[src/rtl/rou_mng_agent.sv]
// rou_mng_agent: roubus per-node management agent. It handles reset, enumerate,
// control and report messages for this node and forwards everything else through one registered stage.
module rou_mng_agent #(
    parameter int unsigned DWID = 128,
    parameter int unsigned AWID = 32,
    parameter int unsigned TWID = 5,
    parameter int unsigned BWID = (DWID == 512) ? 6 :
                                  (DWID == 256) ? 5 :
                                  (DWID == 128) ? 4 :
                                  (DWID == 64)  ? 3 : 2,
    parameter int unsigned WID  = 2 + DWID + AWID + BWID + TWID
) (
    input  logic           clk,
    input  logic           rst_n,
    input  logic [WID-1:0] in_msg,
    input  logic           in_valid,
    output logic           in_ready,
    output logic [WID-1:0] out_msg,
    output logic           out_valid,
    input  logic           out_ready,
    input  logic [31:0]    status,
    output logic [7:0]     node_id,
    output logic           enumerated,
    output logic [31:0]    control,
    output logic           soft_reset,
    output logic [7:0]     bad_count
);

    localparam int unsigned ALSB = DWID;
    localparam int unsigned TLSB = DWID + AWID + BWID;

    localparam logic [1:0]      CMD_MNG    = 2'b11;
    localparam logic [TWID-1:0] TAG_RESET  = TWID'(0);
    localparam logic [TWID-1:0] TAG_ENUM   = TWID'(2);
    localparam logic [TWID-1:0] TAG_CTRL   = TWID'(4);
    localparam logic [TWID-1:0] TAG_ACK    = TWID'(5);
    localparam logic [TWID-1:0] TAG_REPORT = TWID'(6);
    localparam logic [TWID-1:0] TAG_RESP   = TWID'(7);
    localparam logic [BWID-1:0] RESP_BYTES = BWID'(4);

    typedef enum logic {
        EMPTY = 1'b0,
        FULL  = 1'b1
    } state_t;

    state_t state_q;
    state_t state_d;

    logic [1:0]      in_cmd;
    logic [TWID-1:0] in_tag;
    logic [7:0]      in_addr;
    logic [31:0]     in_data_w;
    logic            acc;
    logic            addr_hit;
    logic [WID-1:0]  res_msg;
    logic            do_reset;
    logic            do_enum;
    logic            do_ctrl;
    logic            do_bad;

    assign in_cmd    = in_msg[WID-1 -: 2];
    assign in_tag    = in_msg[TLSB +: TWID];
    assign in_addr   = in_msg[ALSB +: 8];
    assign in_data_w = in_msg[31:0];

    // No skid buffer: a full stage only takes a new message when it drains the same cycle.
    assign out_valid = (state_q == FULL);
    assign in_ready  = !out_valid || out_ready;
    assign acc       = in_valid && in_ready;
    assign addr_hit  = enumerated && (in_addr == node_id);

    // State register
    always_ff @(posedge clk or negedge rst_n) begin
        if (!rst_n) begin
            state_q <= EMPTY;
        end else begin
            state_q <= state_d;
        end
    end

    // Next-state logic
    always_comb begin
        state_d = state_q;
        case (state_q)
            EMPTY: if (acc) state_d = FULL;
            FULL:  if (out_ready && !acc) state_d = EMPTY;
        endcase
    end

    // Message decode: outgoing message and register side effects for an accepted input
    always_comb begin
        res_msg  = in_msg;
        do_reset = 1'b0;
        do_enum  = 1'b0;
        do_ctrl  = 1'b0;
        do_bad   = 1'b0;
        if (in_cmd == CMD_MNG) begin
            case (in_tag)
                TAG_RESET: do_reset = 1'b1;
                TAG_ENUM: begin
                    if (!enumerated) begin
                        do_enum      = 1'b1;
                        res_msg[7:0] = in_data_w[7:0] + 8'd1;
                    end
                end
                TAG_CTRL: begin
                    if (addr_hit) begin
                        do_ctrl = 1'b1;
                        res_msg = {CMD_MNG, TAG_ACK, BWID'(0), AWID'(node_id), DWID'(0)};
                    end
                end
                TAG_REPORT: begin
                    if (addr_hit) begin
                        res_msg = {CMD_MNG, TAG_RESP, RESP_BYTES, AWID'(node_id), DWID'(status)};
                    end
                end
                // Odd tags are responses from other nodes; other even tags are unknown requests.
                default: do_bad = !in_tag[0];
            endcase
        end
    end

    // Output message register
    always_ff @(posedge clk or negedge rst_n) begin
        if (!rst_n) begin
            out_msg <= '0;
        end else if (acc) begin
            out_msg <= res_msg;
        end
    end

    // Node management registers
    always_ff @(posedge clk or negedge rst_n) begin
        if (!rst_n) begin
            node_id    <= 8'd0;
            enumerated <= 1'b0;
            control    <= 32'd0;
            soft_reset <= 1'b0;
            bad_count  <= 8'd0;
        end else begin
            soft_reset <= acc && do_reset;
            if (acc) begin
                if (do_reset) begin
                    node_id    <= 8'd0;
                    enumerated <= 1'b0;
                    control    <= 32'd0;
                end
                if (do_enum) begin
                    node_id    <= in_data_w[7:0];
                    enumerated <= 1'b1;
                end
                if (do_ctrl) begin
                    control <= in_data_w;
                end
                if (do_bad && (bad_count != 8'hFF)) begin
                    bad_count <= bad_count + 8'd1;
                end
            end
        end
    end

endmodule

[config.mk]
export PLATFORM = sky130hd
export DESIGN_NAME = rou_mng_agent
export DESIGN_NICKNAME = d
export VERILOG_FILES = /design/src/rtl/rou_mng_agent.sv
export SDC_FILE = /design/constraint.sdc
export NUM_CORES = 1
export LEC_CHECK = 0
export ABC_AREA = 1
export BUFFER_PORTS_ARGS = -buffer_cell sky130_fd_sc_hd__buf_2
export CORE_AREA = 2 2 166 168
export CTS_BUF_LIST = sky130_fd_sc_hd__clkbuf_8
export CTS_CLUSTER_SIZE = 40
export DETAILED_ROUTE_END_ITERATION = 7
export DIE_AREA = 0 0 168 170
export PLACE_DENSITY = 0.67
export SLEW_MARGIN = 20
export SYNTH_ARGS = -nofsm -noshare
export SYNTH_HDL_FRONTEND = slang
export SYNTH_SLANG_ARGS = --single-unit
export TNS_END_PERCENT = 50
[constraint.sdc]
create_clock -name clk -period 1.7 [get_ports clk]
set_clock_uncertainty 0.05 [all_clocks]
set_input_delay 0.34 -clock clk [delete_from_list [all_inputs] [get_ports clk]]
set_output_delay 0.34 -clock clk [all_outputs]
set_load 0.01 [all_outputs]
==> results.yml, run 1 <==
run_status:
  status: "finished, violations left"
  violations: "negative setup slack"
cts:
  cts_made_buffers: 41
  cts-htree-levels: 2
  clock_latency_ns: 0.54
  clkTransAtPathRegs_ns: 0.06
  cts_max_path_buffers: 3
  cts.sinks: 222
  cts_tree: "yes"
  root_buffer: "clkbuf_8"
pwr:
  peakVddDrop_mv: 0.598
  swShare: 0.300
  p_leak_nw: 8.65
  power.share.clock: 0.343
  power_frac_comb: 0.214
  p_seq_frac: 0.443
  p_int_mw: 9.82
  power_density_mw_per_mm2: 908
  power.switching_mw: 4.21
logic_synthesis:
  ys_ff_latch: 222
  seq_area_frac_synth: 0.570
  yosysTopAreaCellShare: 0.570
  synth_largest_area_cell: "dfrtp_1"
  yosys.cell_types.count: 31
  netlist_area_mm2: 0.00974
  ys_top_cells_by_area: "dfrtp_1 (57%), nand2_1 (17%), nand3_1 (11%), inv_1 (2.3%), or2_2 (1.6%)"
  syn-instance-count: 1156
  yosys_warnings: 0
  syn_nets: 1365
  syn_area_per_cell_um2: 8.43
global_route:
  grt.met2_usage: 0.415
  grt_max_degree: 126
  antenna_found_initial: 4
  grt_pass1_vias: 10506
  grtUsageMet3: 0.0560
  overflow: 0
  grt_first_pass_wirelength_mm: 55.6
  gr-usage-met1: 0.295
  grt.total_usage: 0.244
  busiest_layer: "met2"
setup_path:
  cp-start-kind: "register"
  worstSetupPathType: "reg2reg"
  crit_arrival_ns: 2.34
  worst_setup_path_end_kind: "register"
  cp_max_fo: 8
  cp-startpoint: "node_id[5]"
  cp.required_ns: 2.07
  r2r_start: "node_id[5]"
floorplanning:
  dieHeight_um: 170
  die-area_mm2: 0.0286
  core_area_mm2: 0.0267
  rows: 60
  ioPinCount: 430
  initial_core_util: 0.366
  fp.dieW_um: 168
cells_and_area:
  fill_cells: 2281
  seq_area_mm2: 0.00556
  area_delta_synth_final_pct: 58.5
  final_area_mm2: 0.0154
  fin_nets: 1994
  drive_gt1_frac: 0.368
  multi_input_area_mm2: 0.00386
  fin_util: 0.579
flow_run:
  max_cap_viol_count: 0
min_path:
  hp-class: "in2reg"
  hp-start: "in_msg[120]"
sta:
  maxSlewViolCount: 0
  slew_headroom: 0.567
  setup_slack_ns: -0.271
  clock.fmax_mhz: 507
  setup_viol: 186
  post-route-period-util: 1.16
  rsz0062_at_grt: "true"
  worstMarginPinSlew_ns: 0.649
  finalHoldViolations: 0
  min_period_ns: 1.97
routing:
  wl_mm: 36.9
  ant_nets: 0
  drt-wirelength-per-cell_um: 17.1
  drc: 0
  drtIter0Drc: 681
  vias: 10579
  viasPerCell: 4.91
  first_pass_iters: 5
placed_design:
  io_buffer_count: 429
  hpwl_mm: 24.4
  place_area_mm2: 0.0129
  gp_congestion: 0.935
==> critical path, stage by stage, from the launching register on <==
cell and delay (ns):
dfrtp_1 0.38, inv_2 0.05, nand2_2 0.05, nand2_1 0.05
nor2_1 0.11, nand2_1 0.11, nor2_4 0.15, nand2_4 0.09
nor2_8 0.18, nand2_8 0.14, buf_16 0.20, clkbuf_16 0.17
nand3_1 0.07, nand2_1 0.05
==> layout by cell type, fill, tap and decap left out, types with 3 or more instances in the layout <==
master / synthesis / layout
nand2_4: 1 / 5
nand3_2: 1 / 42
xor2_1: 7 / 7
buf_2: 11 / 427
buf_6: 13 / 6
nand2_2: 1 / 6
nand3_1: 222 / 181
o22ai_1: 7 / 7
nand4_1: 12 / 12
inv_2: 3 / 6
buf_12: 0 / 17
dfrtp_1: 222 / 221
nor2_1: 31 / 28
or2_2: 25 / 25
clkinv_2: 0 / 3
dlygate4sd3_1: 0 / 138
clkbuf_8: 0 / 45
o21ai_1: 8 / 8
buf_4: 2 / 57
buf_16: 0 / 3
nand2_1: 453 / 443
nor3_1: 4 / 4
clkbuf_16: 0 / 5
inv_1: 60 / 75
o21ai_0: 12 / 12
a21oi_1: 4 / 4
==> sequential cells by signal (all words and copies together) (netlist names) <==
register	cells
bad_count	8
control	32
node_id	8
soft_reset	1
out_msg	171
out_valid	1
enumerated	1
==> synth_stat cells (all sizes together) <==
library cell	instances
o21bai	1
ha	2
or2	25
mux2	2
o211ai	2
o22ai	7
xor2	7
o21ai	20
dfrtp	222
buf	28
clkinv	1
nand4	12
nor3	4
clkbuf	41
nor2	33
xnor2	1
a21oi	7
nand2	455
nand3	223
inv	63
==> metal layers <==
metal	up-vias	wire length [um]	share of wire
li1	4952	-	-
met1	4981	14400	0.39
met2	511	17900	0.48
met3	129	2830	0.077
met4	6	1790	0.048
met5	-	38	0.0010
==> path summary, 6_finish.rpt <==
kind | to | slack, ns | cells past startpoint
max in group asynchronous | out_msg[159] | 0.76 | 3
setup reg to reg | out_msg[45] | -0.27 | 13
hold / removal | out_msg[120] | 0.02 | 3
min in group asynchronous | control[13] | 0.23 | 2
setup / recovery | out_msg[45] | -0.27 | 13
hold reg to reg | out_msg[170] | 0.42 | 2
==> area by class of cell <==
class                           count  share of cell area
Antenna cell                        2            0.000324
Clock inverter                     25             0.00851
Tap cell                          341              0.0276
Timing Repair Buffer              655               0.297
Inverter                           64              0.0157
Clock buffer                       45              0.0401
Sequential cell                   222               0.360
Multi-Input combinational cell    801               0.250
==> timing repair <==
item / 4_1_cts / 5_1_grt
hold endpoints to repair: 322 / 0
gates resized for setup: 20 / 41
setup endpoints to repair: 197 / 207
gates cloned: 1 / 5
setup buffers: 2 / 1
pin swaps: 2 / 16
hold buffers: 138 / 0
==> power groups by stage <==
stage / Sequential (mW) / Clock (mW) / Combinational [mW]
4_1_cts: 6.20 / 4.93 / 2.95
2_1_floorplan: 6.58 / 0 / 0.854
6_report: 6.21 / 4.81 / 3.01
3_3_place_gp: 6.26 / 0 / 2.63
3_5_place_dp: 6.28 / 0 / 2.67
5_1_grt: 6.27 / 5.19 / 3.29
==> metrics by stage <==
stage               instances  setup slack, ns  TNS [ns]  total power [mW]  hold slack [ns]
detailed placement       1936           -0.319    -37.89              8.95            0.194
global route             2154           -0.353    -52.72              14.8           0.0114
CTS                      2147           -0.182    -22.52              14.1          0.00357
floorplan                1156          -0.0981    -15.77              7.43         -0.00559
finish                   2155           -0.271    -33.15              14.0           0.0197
global placement         1936           -0.287    -31.38              8.89            0.195
==> cells by family after synthesis <==
group                      count (synthesis)  share of synthesized area
muxes                                      2                    0.00231
DFF                                      222                      0.570
xor gates and xnor gates                   8                    0.00719
and+or+nand+nor                          752                      0.332
AOI/OAI and AO/OA                         37                     0.0218
buffers and inverters                    133                     0.0634
adders and majority gates                  2                    0.00257
(Power assumes the default switching activity.)
==> inputs of run 2 (changes only) <==
- SETUP_SLACK_MARGIN: not set -> 0.5
==> results.yml, run 2 (synthesis results as in run 1) <==
pwr:
  p_seq_frac: 0.426
  swShare: 0.308
  p_leak_nw: 9.44
  peakVddDrop_mv: 0.518
  power_frac_comb: 0.251
  power.switching_mw: 4.54
  power.share.clock: 0.323
  power_density_mw_per_mm2: 849
  p_int_mw: 10.2
  total_power_mw: 14.7
setup_path:
  cp.required_ns: 2.05
  rrSetupSlack_ns: -0.25
  reg2reg_depth: 13
  worst_setup_path_end_kind: "register"
  cp_max_fo: 16
  cp-start-kind: "register"
  reg2reg_to: "out_msg[91]"
  worstSetupPathType: "reg2reg"
  cp-startpoint: "node_id[5]"
  r2r_start: "node_id[5]"
  crit_arrival_ns: 2.29
placed_design:
  gp_congestion: 0.902
  pre_cts_slack_ns: -0.243
  io_buffer_count: 429
  place_area_mm2: 0.0128
  hpwl_mm: 24.0
cts:
  cts-htree-levels: 2
  cts_max_path_buffers: 3
  clock_latency_ns: 0.53
  clkTransAtPathRegs_ns: 0.07
  root_buffer: "clkbuf_8"
  cts_tree: "yes"
  cts.sinks: 222
  cts_made_buffers: 38
floorplanning:
  fp.dieW_um: 168
  rows: 60
  dieHeight_um: 170
  initial_core_util: 0.366
  ioPinCount: 430
  die-area_mm2: 0.0286
  core_area_mm2: 0.0267
min_path:
  hp-class: "in2reg"
  hold_end: "control[13]"
  hold_depth: 3
  hp-start: "in_msg[13]"
global_route:
  grt_pass1_vias: 11533
  grt.total_usage: 0.280
  grt_first_pass_wirelength_mm: 62.7
  grt_max_degree: 63
  overflow: 0
  antenna_found_initial: 3
sta:
  setup_slack_ns: -0.246
  min_period_ns: 1.95
  post-route-period-util: 1.14
  worstMarginPinSlew_ns: 0.386
  slew_headroom: 0.742
  setup_viol: 191
  maxSlewViolCount: 0
  clock.fmax_mhz: 514
  rsz0062_at_grt: "true"
  finalHoldViolations: 0
routing:
  drt-wirelength-per-cell_um: 19.6
  vias: 11524
  ant_nets: 0
  first_pass_iters: 7
  drc: 0
  viasPerCell: 5.20
  drtIter0Drc: 995
  wl_mm: 43.4
cells_and_area:
  area_delta_synth_final_pct: 78.1
  fill_cells: 1956
  final_area_mm2: 0.0173
  fin_util: 0.651
  top_register: "out_msg"
  seq_area_mm2: 0.00556
  final_cell_mix: "buf_2 (420), nand2_1 (407), dfrtp_1 (221)"
  drive_gt1_frac: 0.451
  largest_register_ff_count: 171
  final_common_cell: "buf_2"
  fin_nets: 2056
  reg_top3: "out_msg: 171 flops, control: 32 flops"
  multi_input_area_mm2: 0.00447
run_status:
  status: "finished, violations left"
  violations: "negative setup slack"
flow_run:
  max_cap_viol_count: 0
[run 2: per-layer routing]
metal,global-route usage,up-vias,share of wire,routed length [um]
met5,0,-,0,0
met4,0.154,0,0.057,2470
met3,0.0663,197,0.085,3710
met2,0.475,721,0.49,21200
met1,0.329,5504,0.37,16000
li1,-,5102,-,-
[run 2: worst max-delay path by stage]
stage                    to  slack, ns  cells past startpoint
3_5_place_dp    out_msg[31]      -0.24                     15
4_1_cts         out_msg[23]      -0.17                     15
2_1_floorplan  out_msg[119]       -0.1                     13
3_3_place_gp    out_msg[31]      -0.22                     15
6_report        out_msg[91]      -0.25                     13
5_1_grt         control[31]      -0.40                     13
[run 2: timing repair]
action	CTS	global route
buffers inserted	39	14
endpoints found under the setup margin	444	444
resized for setup	164	135
hold endpoints to repair	355	0
hold buffers	134	0
pin swaps	28	31
gates cloned	24	6
[run 2: power by group through the flow]
stage / clock (mW) / combinational (mW) / sequential (mW)
after floorplan: 0 / 0.854 / 6.58
after global placement: 0 / 2.58 / 6.27
after detailed placement: 0 / 2.61 / 6.29
after CTS: 4.82 / 3.36 / 6.21
after global routing: 5.09 / 3.95 / 6.33
final: 4.76 / 3.70 / 6.28
[run 2: area by class of cell]
class	instances	share of cell area
Timing Repair Buffer	720	0.341
Sequential cell	222	0.320
Multi-Input combinational cell	801	0.258
Clock buffer	44	0.0349
Tap cell	341	0.0246
Inverter	64	0.0144
Clock inverter	20	0.00671
Antenna cell	3	0.000433
[run 2: worst max-delay path, stage by stage (launching register included)]
cell and delay, ns:
dfrtp_1 0.40, inv_2 0.06, nand2_1 0.06, nand2_1 0.04, nor2_1 0.10, nand2_1 0.09
nor2_4 0.14, nand2_4 0.09, nor2_8 0.16, nand2_8 0.08, buf_12 0.18, buf_16 0.18
nand3_1 0.09, nand2_1 0.08
[run 2: per-stage QoR]
step / instances / setup TNS, ns / hold WS [ns]
2_1_floorplan: 1156 / -15.77 / -0.00559
3_3_place_gp: 1931 / -28.25 / 0.168
3_5_place_dp: 1931 / -32.70 / 0.167
4_1_cts: 2192 / -22.04 / 0.00151
5_1_grt: 2213 / -64.29 / 0.00637
6_report: 2215 / -34.74 / 0.0265
